$ cat src/rtl/hs_arbiter.sv
`default_nettype none
// ============================================================================
// Module      : hs_arbiter
// Description : Round-robin arbiter sharing one 4-phase handshake resource
//               between N requesters, with C-element style completion.
// Revision    : 1.0 - initial release
// ============================================================================
module hs_arbiter #(
    parameter int N  = 4,
    parameter int GW = $clog2(N)
) (
    input  logic          clk,
    input  logic          rst_n,
    input  logic [N-1:0]  req,
    output logic [N-1:0]  ack,
    output logic          res_req,
    input  logic          res_ack,
    output logic [GW-1:0] grant_id,
    output logic          busy,
    output logic          proto_err
);

    typedef enum logic [1:0] {
        S_IDLE = 2'd0,
        S_FWD  = 2'd1,
        S_HOLD = 2'd2,
        S_RTZ  = 2'd3
    } state_t;

    state_t         r_state;
    state_t         w_state_nxt;
    logic [N-1:0]   r_ack;
    logic [N-1:0]   w_ack_nxt;
    logic           r_res_req;
    logic           w_res_req_nxt;
    logic [GW-1:0]  r_grant;
    logic [GW-1:0]  w_grant_nxt;
    logic [GW-1:0]  r_last;
    logic [GW-1:0]  w_last_nxt;
    logic           r_err;
    logic           w_err_nxt;
    logic           r_busy;
    logic           r_res_ack_q;

    logic           w_found;
    logic [GW-1:0]  w_win;
    logic [GW-1:0]  w_idx;
    logic [N-1:0]   w_grant_onehot;

    // Search starts one past the last winner so every requester gets a turn.
    always_comb begin
        w_found = 1'b0;
        w_win   = '0;
        w_idx   = '0;
        for (int i = 1; i <= N; i++) begin
            w_idx = GW'((int'(r_last) + i) % N);
            if (!w_found && req[w_idx]) begin
                w_found = 1'b1;
                w_win   = w_idx;
            end
        end
    end

    assign w_grant_onehot = {{(N-1){1'b0}}, 1'b1} << r_grant;

    always_comb begin
        w_state_nxt   = r_state;
        w_ack_nxt     = r_ack;
        w_res_req_nxt = r_res_req;
        w_grant_nxt   = r_grant;
        w_last_nxt    = r_last;
        w_err_nxt     = r_err;
        case (r_state)
            S_IDLE: begin
                // A resource still holding res_ack high has not returned to zero.
                if (w_found && !res_ack) begin
                    w_grant_nxt   = w_win;
                    w_last_nxt    = w_win;
                    w_res_req_nxt = 1'b1;
                    w_state_nxt   = S_FWD;
                end
            end
            S_FWD: begin
                if (!req[r_grant]) begin
                    w_err_nxt = 1'b1;
                end
                if (res_ack) begin
                    w_ack_nxt   = w_grant_onehot;
                    w_state_nxt = S_HOLD;
                end
            end
            S_HOLD: begin
                if (!res_ack) begin
                    w_err_nxt = 1'b1;
                end
                if (!req[r_grant]) begin
                    w_res_req_nxt = 1'b0;
                    w_state_nxt   = S_RTZ;
                end
            end
            S_RTZ: begin
                if (res_ack && !r_res_ack_q) begin
                    w_err_nxt = 1'b1;
                end
                if (!res_ack) begin
                    w_ack_nxt   = '0;
                    w_state_nxt = S_IDLE;
                end
            end
            default: begin
                w_state_nxt   = S_IDLE;
                w_ack_nxt     = '0;
                w_res_req_nxt = 1'b0;
            end
        endcase
    end

    always_ff @(posedge clk or negedge rst_n) begin
        if (!rst_n) begin
            r_state     <= S_IDLE;
            r_ack       <= '0;
            r_res_req   <= 1'b0;
            r_grant     <= '0;
            r_last      <= GW'(N - 1);
            r_err       <= 1'b0;
            r_busy      <= 1'b0;
            r_res_ack_q <= 1'b0;
        end else begin
            r_state     <= w_state_nxt;
            r_ack       <= w_ack_nxt;
            r_res_req   <= w_res_req_nxt;
            r_grant     <= w_grant_nxt;
            r_last      <= w_last_nxt;
            r_err       <= w_err_nxt;
            r_busy      <= (w_state_nxt != S_IDLE);
            r_res_ack_q <= res_ack;
        end
    end

    assign ack       = r_ack;
    assign res_req   = r_res_req;
    assign grant_id  = r_grant;
    assign busy      = r_busy;
    assign proto_err = r_err;

endmodule
`default_nettype wire

$ cat config.mk
export PLATFORM = sky130hd
export DESIGN_NAME = hs_arbiter
export DESIGN_NICKNAME = d
export VERILOG_FILES = /design/src/rtl/hs_arbiter.sv
export SDC_FILE = /design/constraint.sdc
export NUM_CORES = 1
export LEC_CHECK = 0
export ABC_AREA = 1
export CORE_AREA = 2 2 47 49
export DETAILED_ROUTE_END_ITERATION = 10
export DIE_AREA = 0 0 49 51
export GPL_TIMING_DRIVEN = 0
export HOLD_SLACK_MARGIN = 0.12
export PLACE_DENSITY = 0.76
export RECOVER_POWER = 25
export SLEW_MARGIN = 10
export SYNTH_ARGS = -nofsm -noshare
export SYNTH_HDL_FRONTEND = slang
export SYNTH_SLANG_ARGS = --single-unit
$ cat constraint.sdc
create_clock -name clk -period 1.7 [get_ports clk]
set_input_delay 0.34 -clock clk [delete_from_list [all_inputs] [get_ports clk]]
set_output_delay 0.34 -clock clk [all_outputs]
set_load 0.02 [all_outputs]
* Yosys cells after proc, flatten, opt, wreduce, memory -nomap -nowiden
Cells that the tools add are included.
** Storage, ports and cells
- Register bits after elaboration :: 14
- Bits of input ports :: 7
- Logic and storage cells :: 80
- Output and inout port bits :: 9
** Cells by class
- Order comparisons :: 5
- Reductions and logical operators :: 19
- Muxes and demuxes :: 33
- Equal/unequal tests :: 10
- $add $sub $neg :: 4
- Shift operators :: 1
** Operators with widths (number)
- $mux 2 :: 8
- $lt 2x3->1 const B :: 5
- $mux 1 :: 14
- $ne 2x2->1 const B :: 7
- $bmux 1 s2 :: 5
- $mux 4 :: 2
- $pmux 2 s4 :: 1
- $pmux 4 s2 :: 1
- $reduce_and 3->1 :: 2
- $reduce_bool 2->1 :: 3
- $logic_and 1x1->1 :: 5
- $logic_not 1->1 :: 5
- $add 2x1->2 const B :: 2
- $add 2x2->2 const B :: 2
- $eq 2x2->1 const B :: 2
- $reduce_and 4->1 :: 1
- $shl 1x2->4 const A :: 1
- $pmux 1 s3 :: 1
- $reduce_bool 3->1 :: 1
- $eq 2x1->1 const B :: 1
- $logic_not 2->1 :: 1
- $pmux 1 s2 :: 1
- $reduce_and 2->1 :: 1

* Logic depth before layout (Yosys ltp)
- Depth in word-level cells :: 17
- Mapped depth :: 12
- Depth with buffers taken out :: 11

* Worst setup path before layout
Ideal clock, no wire load.
- Path type :: register -> register
- Start point :: reg r_last[0]
- End point :: reg r_grant[1] (netlist: grant_id[1])
- Arrival time :: 1.344 ns
- Required time :: 1.583 ns
- Cell stages (with the launch flop) :: 13
- Slack :: 0.240 ns
- Clock period less this slack :: 1.460 ns
- Library setup time :: 0.117 ns
- Cells stage by stage :: dfstp_2 -> buf_6 -> inv_8 -> nand2_2 -> nand2_4 -> nand2_4 -> nand2_4 -> nor2_4 -> nand3_2 -> nand2_4 -> inv_4 -> nand2_2 -> nand2_1
** On the way
- Longest elaborated chain between the ends :: 15
- Elaborated cells between the ends (all ways) :: 28
- Those cells by class :: add/sub: 4; mux: 16; reduce/logical: 8
** Ends and longest elaborated chain
- from (decl) :: line 38 : logic [GW-1:0] r_last;
- from (signal assigned) :: line 124 : r_last <= GW'(N - 1);
- from (signal assigned) :: line 133 : r_last <= w_last_nxt;
- $add 2x1->2 :: line 56 : w_idx = GW'((int'(r_last) + i) % N);
- $bmux 1 s2 :: line 57 : if (!w_found && req[w_idx]) begin
- $mux 1 (not written as such) :: line 57
- $mux 1 :: line 57
- $logic_not 1->1 :: line 57
- $logic_and 1x1->1 :: line 57
- $mux 1 :: line 57
- $logic_not 1->1 :: line 57
- $logic_and 1x1->1 :: line 57
- $mux 1 :: line 57
- $logic_not 1->1 :: line 57
- $logic_and 1x1->1 :: line 57
- $mux 1 :: line 57
- $logic_and 1x1->1 :: line 76 : if (w_found && !res_ack) begin
- $reduce_and 2->1 (no line)
- to (signal assigned) :: line 132 : r_grant <= w_grant_nxt;
- to (decl) :: line 36 : logic [GW-1:0] r_grant;
Several ways; a longest one is shown, not always the timed one. The select of a mux whose other input is x is not followed.
A chain may end at the register's enable or synchronous reset.

* Worst setup path in the final report
Ends and elaborated chain as after synthesis.

==> impl_metrics.toml <==
[outcome]
status = "completed"

[final_layout]
final_cell_mix = "nand2_1, inv_1, dfrtp_1"
areaGrowthSynthToFinish_pct = 27.4
final_net_count = 159
antenna_cells = 0
layout_commonest_cell = "nand2_1"
final_cell_count_no_fill = 179
drive_gt1_share_pct = 21.9
nFillCells = 195

[global_route]
antenna_found_initial = 0
grt_max_degree = 15
grt.overflow.total = 0
grt_pass1_wl_um = 3370
grt_util_all_layers_pct = 17.2
first_global_vias = 814

[clock_tree]
cts_buffers = 3
cts_root_buf = "clkbuf_4"
cts.sinks = 14
htreeDepth = 1
clk_pin_slew_ps = 90
tritoncts = "done"
insertion_delay_ps = 280
clk_path_buf_depth = 2

[logic_synthesis]
syn_area_per_cell_um2 = 7.49
synth.largest_area_cell = "dfrtp_1"
synthMuxAreaShare_pct = 0
synth_xor_xnor_area_share_pct = 0
ys_ff_latch = 14
synthSimpleGateAreaFrac_pct = 39.4
synth_top_family_by_area = "simple AND/OR/NAND/NOR gates"
syn_nets = 135
synth_area_leaders = "dfrtp_1, nand2_1, nand2_4"
synth.cell_area_um2 = 958
netlist-cell-type-count = 25
synthAdderAreaFrac_pct = 0
synth-compound-area-share_pct = 12.0
netlist_instances = 128
yosysTopAreaCellShare_pct = 31.3
ys_seq_area_share_pct = 36.8
ys.warnings.count = 0

[setup_path]
rrSetupSlack_ps = 100
r2r_start = "r_last[0]$_DFFE_PN1P_"
critPathKind = "register to register"
cp_data_arrival_time_ps = 1760
critPathCaptureType = "register"
reg2reg_to = "grant_id[1]$_DFFE_PN0P_"
cp_max_fo = 9
required_ps = 1870
worstRegToRegCells = 10
start_kind = "register"

[hold_path]
hold_depth = 2
hold_path_end = "proto_err$_DFFE_PN0P_"
hold_start = "proto_err$_DFFE_PN0P_"
hold_path_class = "register to register"

[routing]
drt_iter0_markers = 19
wire_per_inst_um = 11.3
routed_wl_um = 2030
drc_errors = 0
via_per_inst = 4.92
first_pass_iters = 4
ant_nets = 0
routed-via-count = 880

[floorplan]
rows = 17
die_w_um = 49
fp.dieH_um = 51
die_area_um2 = 2500
io_pins = 16
core_area_um2 = 2060
initial_core_util_pct = 46.5

[place]
place_inst = 171
detailed_place_hpwl_um = 1560
place.gp.congestion = 0.800
dp_worst_setup_slack_ps = -73.6
numPortBuffers = 15

[job]
cap_violations = 0

[timing]
min_period_over_period_pct = 94.0
hold_violations = 0
maxSlewHeadroom_pct = 59.0
finalCriticalPeriod_ps = 1600
tightestPinTransition_ps = 614
max_freq_ghz = 0.626
setup_viol = 0
fin_skew_ps = 10.3
worst_slack_ps = 102
maxSlewViolCount = 0

[power_and_ir_drop]
fin_total_pwr_mw = 2.38
ir_worst_vdd_v = 0.00101
power_density_nw_per_um2 = 1950
p_leak_nw = 0.631
-- where the power goes --
group	switching [mW]	internal, mW
Sequential	0.101	0.489
Combinational	0.961	0.641
Clock	0.102	0.0909
-- timing repair --
item | in CTS | in global routing
endpoints found under the setup margin | 1 | 3
buffers inserted | 0 | 4
hold buffers | 0 | 0
pin swaps | 0 | 1
resized for setup | 1 | 5
-- kinds of logic (layout without fill, tap and decap cells) --
logic type | after synthesis | in the layout
simple gates | 74 | 74
buf+inv | 22 | 45
flops | 14 | 14
compound gates | 18 | 18
-- final cells by class --
class / instances / area (um^2) / share of cell area [%]
Buffer: 2 / 30.0 / 2.46
Timing Repair Buffer: 19 / 181 / 14.9
Inverter: 20 / 90.1 / 7.38
Tap cell: 28 / 35.0 / 2.87
Sequential cell: 14 / 353 / 28.9
Multi-Input combinational cell: 92 / 505 / 41.4
Clock buffer: 4 / 26.3 / 2.15
-- cell usage after synthesis (all sizes together) --
master / count
a21boi: 1
a21oi: 1
o41ai: 1
nand3: 8
o31ai: 3
inv: 20
nand4: 3
o211ai: 1
dfrtp: 12
o21ai: 9
buf: 2
dfstp: 2
nand2: 57
nor2: 6
o22ai: 1
o221ai: 1
-- per-layer routing --
layer | vias up | GRT usage, % | wire [um]
met5 | - | 0 | 0
met4 | 0 | 7.14 | 26
met3 | 4 | 1.17 | 40
met2 | 12 | 32.6 | 1050
met1 | 408 | 20.0 | 907
li1 | 456 | - | -
-- worst max path at each step --
stage	startpoint	end
6_report	r_last[0]$_DFFE_PN1P_	grant_id[1]$_DFFE_PN0P_
5_1_grt	r_last[0]$_DFFE_PN1P_	grant_id[0]$_DFFE_PN0P_
4_1_cts	grant_id[0]$_DFFE_PN0P_	grant_id[0]
3_5_place_dp	req[1]	grant_id[1]$_DFFE_PN0P_
3_3_place_gp	req[3]	grant_id[1]$_DFFE_PN0P_
2_1_floorplan	r_last[0]$_DFFE_PN1P_	grant_id[1]$_DFFE_PN0P_
-- flip-flops by register name (all words and copies together) (netlist names) --
register and cells:
proto_err 1, r_last 2, res_req 1, r_state 2, busy 1, ack 4, r_res_ack_q 1, grant_id 2
-- stage by stage --
| step | hold slack, ps | utilization [%] | cell area [um^2] | setup TNS [ps] |
|---|---|---|---|---|
| floorplan | 44.4 | - | 958 | 0 |
| global placement | 450 | 55.4 | 1140 | -98.7 |
| detailed placement | 458 | 55.4 | 1140 | -261 |
| CTS | 457 | 56.6 | 1170 | 0 |
| global route | 500 | 59.2 | 1220 | -0.243 |
| finish | 479 | 59.2 | 1220 | 0 |
-- worst max-delay path: stages (launching register included) --
cell and delay, ps:
dfstp_2 540, buf_8 130, inv_8 50, nand2_1 70
nand2_1 70, o21ai_0 230, nand3_2 130, nand2_4 120
inv_4 40, nand2_2 60, nand2_1 50
Note: power is estimated with default switching activity, not from simulation.
==> variant 1, RTL diff (config.mk and constraints unchanged) <==
Make the reset (`rst_n`) synchronous in one clocked block.
--- a/src/rtl/hs_arbiter.sv
+++ b/src/rtl/hs_arbiter.sv
@@ -115,7 +115,7 @@
         endcase
     end
 
-    always_ff @(posedge clk or negedge rst_n) begin
+    always_ff @(posedge clk) begin
         if (!rst_n) begin
             r_state     <= S_IDLE;
             r_ack       <= '0;
Behaviour: differs if rst_n is asserted again (counterexample within 4 cycles, from zero or initial values and one cycle with rst_n low); with rst_n held inactive, the same outputs for 10 cycles.
==> variant 1 against the unedited design <==
Wire length grew 3.7%. Synthesized cell count increased by 10%. Synthesized area increased by 0.39%. Total power decreased by 28%. Sequential cell count unchanged. Setup slack better by 1.2 ps. Sequential power decreased by 19%. Final area down 2.7%. Clock power grew 27%. Largest power group unchanged.
==> variant 1: results (changes against the unedited design) <==
Synthesis
  – Synth top area cells: dfxtp_1 (29%), nand2_1 (16%), inv_1 (8.2%), a21oi_1 (5.7%), ha_1 (5.2%)
  – Yosys warning count: 0 (unchanged)
  – Synth Area in XOR/XNOR: 0 (unchanged)
  – Net Count, Synth: 152 (+13%)
  – Async SR Flop Fraction: 0 (-1.00)
  – Netlist cell types: 28 (+12%)
  – Primary FF master, synth: dfxtp_1
  – Seq/Total Area, Yosys: 0.291 (-0.0769)
  – Adder and majority cell fraction of the synthesized area: 0.0520 (+0.0520)
  – Complex-gate fraction of the synthesized area: 0.161 (+0.0411)
  – Most frequent cells after synthesis: nand2_1 (41), inv_1 (21), dfxtp_1 (14)
  – Mux contribution to synthesized area: 0.0104 (+0.0104)

Cells and area
  – Max reg flops: 4 (unchanged)
  – Final-stage net count: 172 (+8.2%)
  – Fillcell total: 205 (+5.1%)
  – Fraction of final layout cells sized beyond drive strength 1: 0.175 (-0.0435)
  – ANT cells: 0 (unchanged)

Critical path
  – Worst R2R End: ack[1]
  – Worst Reg-to-Reg Cells: 6 (-4)
  – Reg-to-reg startpoint: r_state[1]
  – Largest stage delay, worst path: 590 ps (+50 ps)
  – Crit-path slowest cell: clkdlybuf4s50_1
  – CP max FO: 7 (-2)
  – R2r setup slk: 130 ps (+30 ps)
  – Critical path's top delay family: buffers and inverters

CTS
  – Total CTS buffers: 3 (unchanged)
  – CTS root buffer: clkbuf_4
  – CTS Buffer Depth: 2 (unchanged)
  – # H-tree levels: 1 (unchanged)
  – Clock slew at reported path FFs: 90 ps (about the same)
  – Postcts setup bufs: 0 (unchanged)
  – Clock Latency Late Sink: 290 ps

Pwr
  – P_leak: 0.569 nW (-9.9%)
  – Int Pwr: 0.940 mW (-23%)
  – VDD IR max: 0.000771 V (-24%)

Placement
  – DP Area: 1150 um^2 (+0.33%)
  – IO buf count: 15 (unchanged)
  – DPL Wire Length: 1.57 mm (+0.22%)
  – Final RePlAce weighted congestion: 0.860 (+7.5%)

Outcome
  – Status: complete, no violations

Min path
  – WHS Endpoint: proto_err
  – Hold Path Cell Cnt: 2 (unchanged)
  – Hold Crit Start: proto_err
  – Hold WC Path Type: register to register

GRT
  – Vias in the first global route: 826 (+1.5%)
  – Antenna violations before repair: 0 (unchanged)
  – Total GRT Usage: 0.182 (+0.0101)
  – First-pass GRT wire length: 3.42 mm (+1.2%)
  – Pin count of the biggest net entering global routing: 11 (-4)

Routing
  – Avg Vias per Cell: 5.08 (+3.3%)
  – DRT Pass-1 Iters: 4 (unchanged)
  – Initial DRC Count: 36 (+17)
  – Wirelength, routed: 2.10 mm (+3.7%)

STA
  – WHS: 453 ps (-25.9 ps)
  – Worst-Margin Slew: 281 ps (-333 ps)
  – Clk_skew: 5.58 ps (-4.73 ps)

Flow run
  – MaxCap Viol Count: 0 (unchanged)
-- variant 1: through the flow --
step	power, mW	utilization	instances	setup TNS, ps	setup slack (ps)
2_1_floorplan	1.22	-	141	0	303
5_1_grt	1.87	0.576	188	-4.13	-4.13
3_3_place_gp	1.45	0.556	184	-956	-197
3_5_place_dp	1.48	0.556	184	-1400	-230
6_report	1.73	0.576	188	0	103
4_1_cts	1.72	0.572	188	0	57.0
-- variant 1: cells by family after synthesis --
logic type | Yosys count
muxes | 1
and+or+nand+nor | 70
AOI/OAI and AO/OA | 26
DFF | 14
adders and majority gates | 4
buffers and inverters | 26
-- variant 1: how the worst max path moves through the flow --
stage,start,endpoint
after detailed placement,res_ack,ack[1]
after global routing,r_state[1],ack[1]
after CTS,res_ack,ack[1]
final,res_ack,ack[1]
after floorplan,r_state[1],ack[1]
after global placement,res_ack,ack[1]
-- variant 1: area by class of cell --
cell class | count | area, um^2 | area share
multi-input combinational | 101 | 574 | 0.483
inverter | 24 | 92.6 | 0.0779
tap | 28 | 35.0 | 0.0295
buffer | 2 | 22.5 | 0.0189
timing repair buffer | 15 | 148 | 0.124
sequential | 14 | 280 | 0.236
clock buffer | 4 | 36.3 | 0.0305
-- variant 1: worst register-to-register path, cell delays in order (launching register included) --
cell and delay, ps:
dfxtp_1 370, inv_1 80, ha_1 240, mux2i_2 230, o21ai_2 150, or3_1 330
a21oi_1 120
-- variant 1: power by group through the flow --
stage	Combinational [mW]	Sequential, mW	Clock, mW
floorplan	0.674	0.547	0
global placement	0.966	0.485	0
detailed placement	0.990	0.487	0
CTS	0.989	0.480	0.254
global route	1.11	0.491	0.268
finish	1.00	0.479	0.246
-- variant 1: per-layer routing --
metal  up-vias  global-route usage  part of all wire
li1        491                   -                 -
met1       440               0.198              0.40
met2        18               0.333              0.54
met3         6              0.0263             0.027
met4         0               0.114             0.024
met5         -                   0                 0
-- variant 1: repair_timing --
action,CTS,global route
gates resized for setup,2,3
setup endpoints to repair,2,2
pin swaps,0,0
==> variant 2, RTL diff (same flow settings) <==
Without the edit above. The parameter `N` goes from 4 to 8.
--- a/src/rtl/hs_arbiter.sv
+++ b/src/rtl/hs_arbiter.sv
@@ -6,7 +6,7 @@
 // Revision    : 1.0 - initial release
 // ============================================================================
 module hs_arbiter #(
-    parameter int N  = 4,
+    parameter int N  = 8,
     parameter int GW = $clog2(N)
 ) (
     input  logic          clk,
Ports: changed (resized ack, grant_id and req); port bits go from 16 to 25. The function was not compared with the original's and may differ.
==> variant 2 against the unedited design <==
The run now fails in global placement (3_3_place_gp). Synthesized area is 74% higher.
==> variant 2: results (changes against the unedited design) <==
Outcome
  – Failing step: global placement (3_3_place_gp)
  – First Err: [ERROR GPL-0301] Utilization 108.679 % exceeds 100%.
  – Status: aborted with a tool error

Placement
  – IO buf count: 24 (+9)

Synthesis
  – Seq/Total Area, Yosys: 0.302 (-0.0665)
  – Syn avg cell area: 7.05 um^2 (-5.8%)
  – Post-Syn Instances: 237 (+85%)
  – Most frequent cells after synthesis: nand2_1 (81), nand3_1 (38), inv_1 (23)
  – Yosys warning count: 0 (unchanged)
  – Async SR Flop Fraction: 1.00 (unchanged)
  – Net Count, Synth: 250 (+85%)
  – Flops & latches, synth: 20 (+6)
  – Netlist cell types: 36 (+44%)
  – Synth top area cells: dfrtp_1 (25%), nand2_1 (18%), nand3_1 (11%), inv_1 (5.2%), dfstp_2 (4.7%)
variant 2: cell types whose count changed after synthesis, moves of 5 or more:
cell | unedited run | this run
nand2_1 | 43 | 81
inv_1 | 16 | 23
nand3_1 | 6 | 38
dfrtp_1 | 12 | 17
o31ai_1 | 3 | 8
nor2_1 | 5 | 15
variant 2: logic make-up after synthesis:
logic type               Yosys count  synth area share
buffers and inverters             33            0.0921
AO/OA/AOI/OAI                     25             0.106
adder cells (fa/ha/maj)            2            0.0150
flip-flops                        20             0.302
AND/OR/NAND/NOR                  154             0.450
XOR/XNOR                           3            0.0359
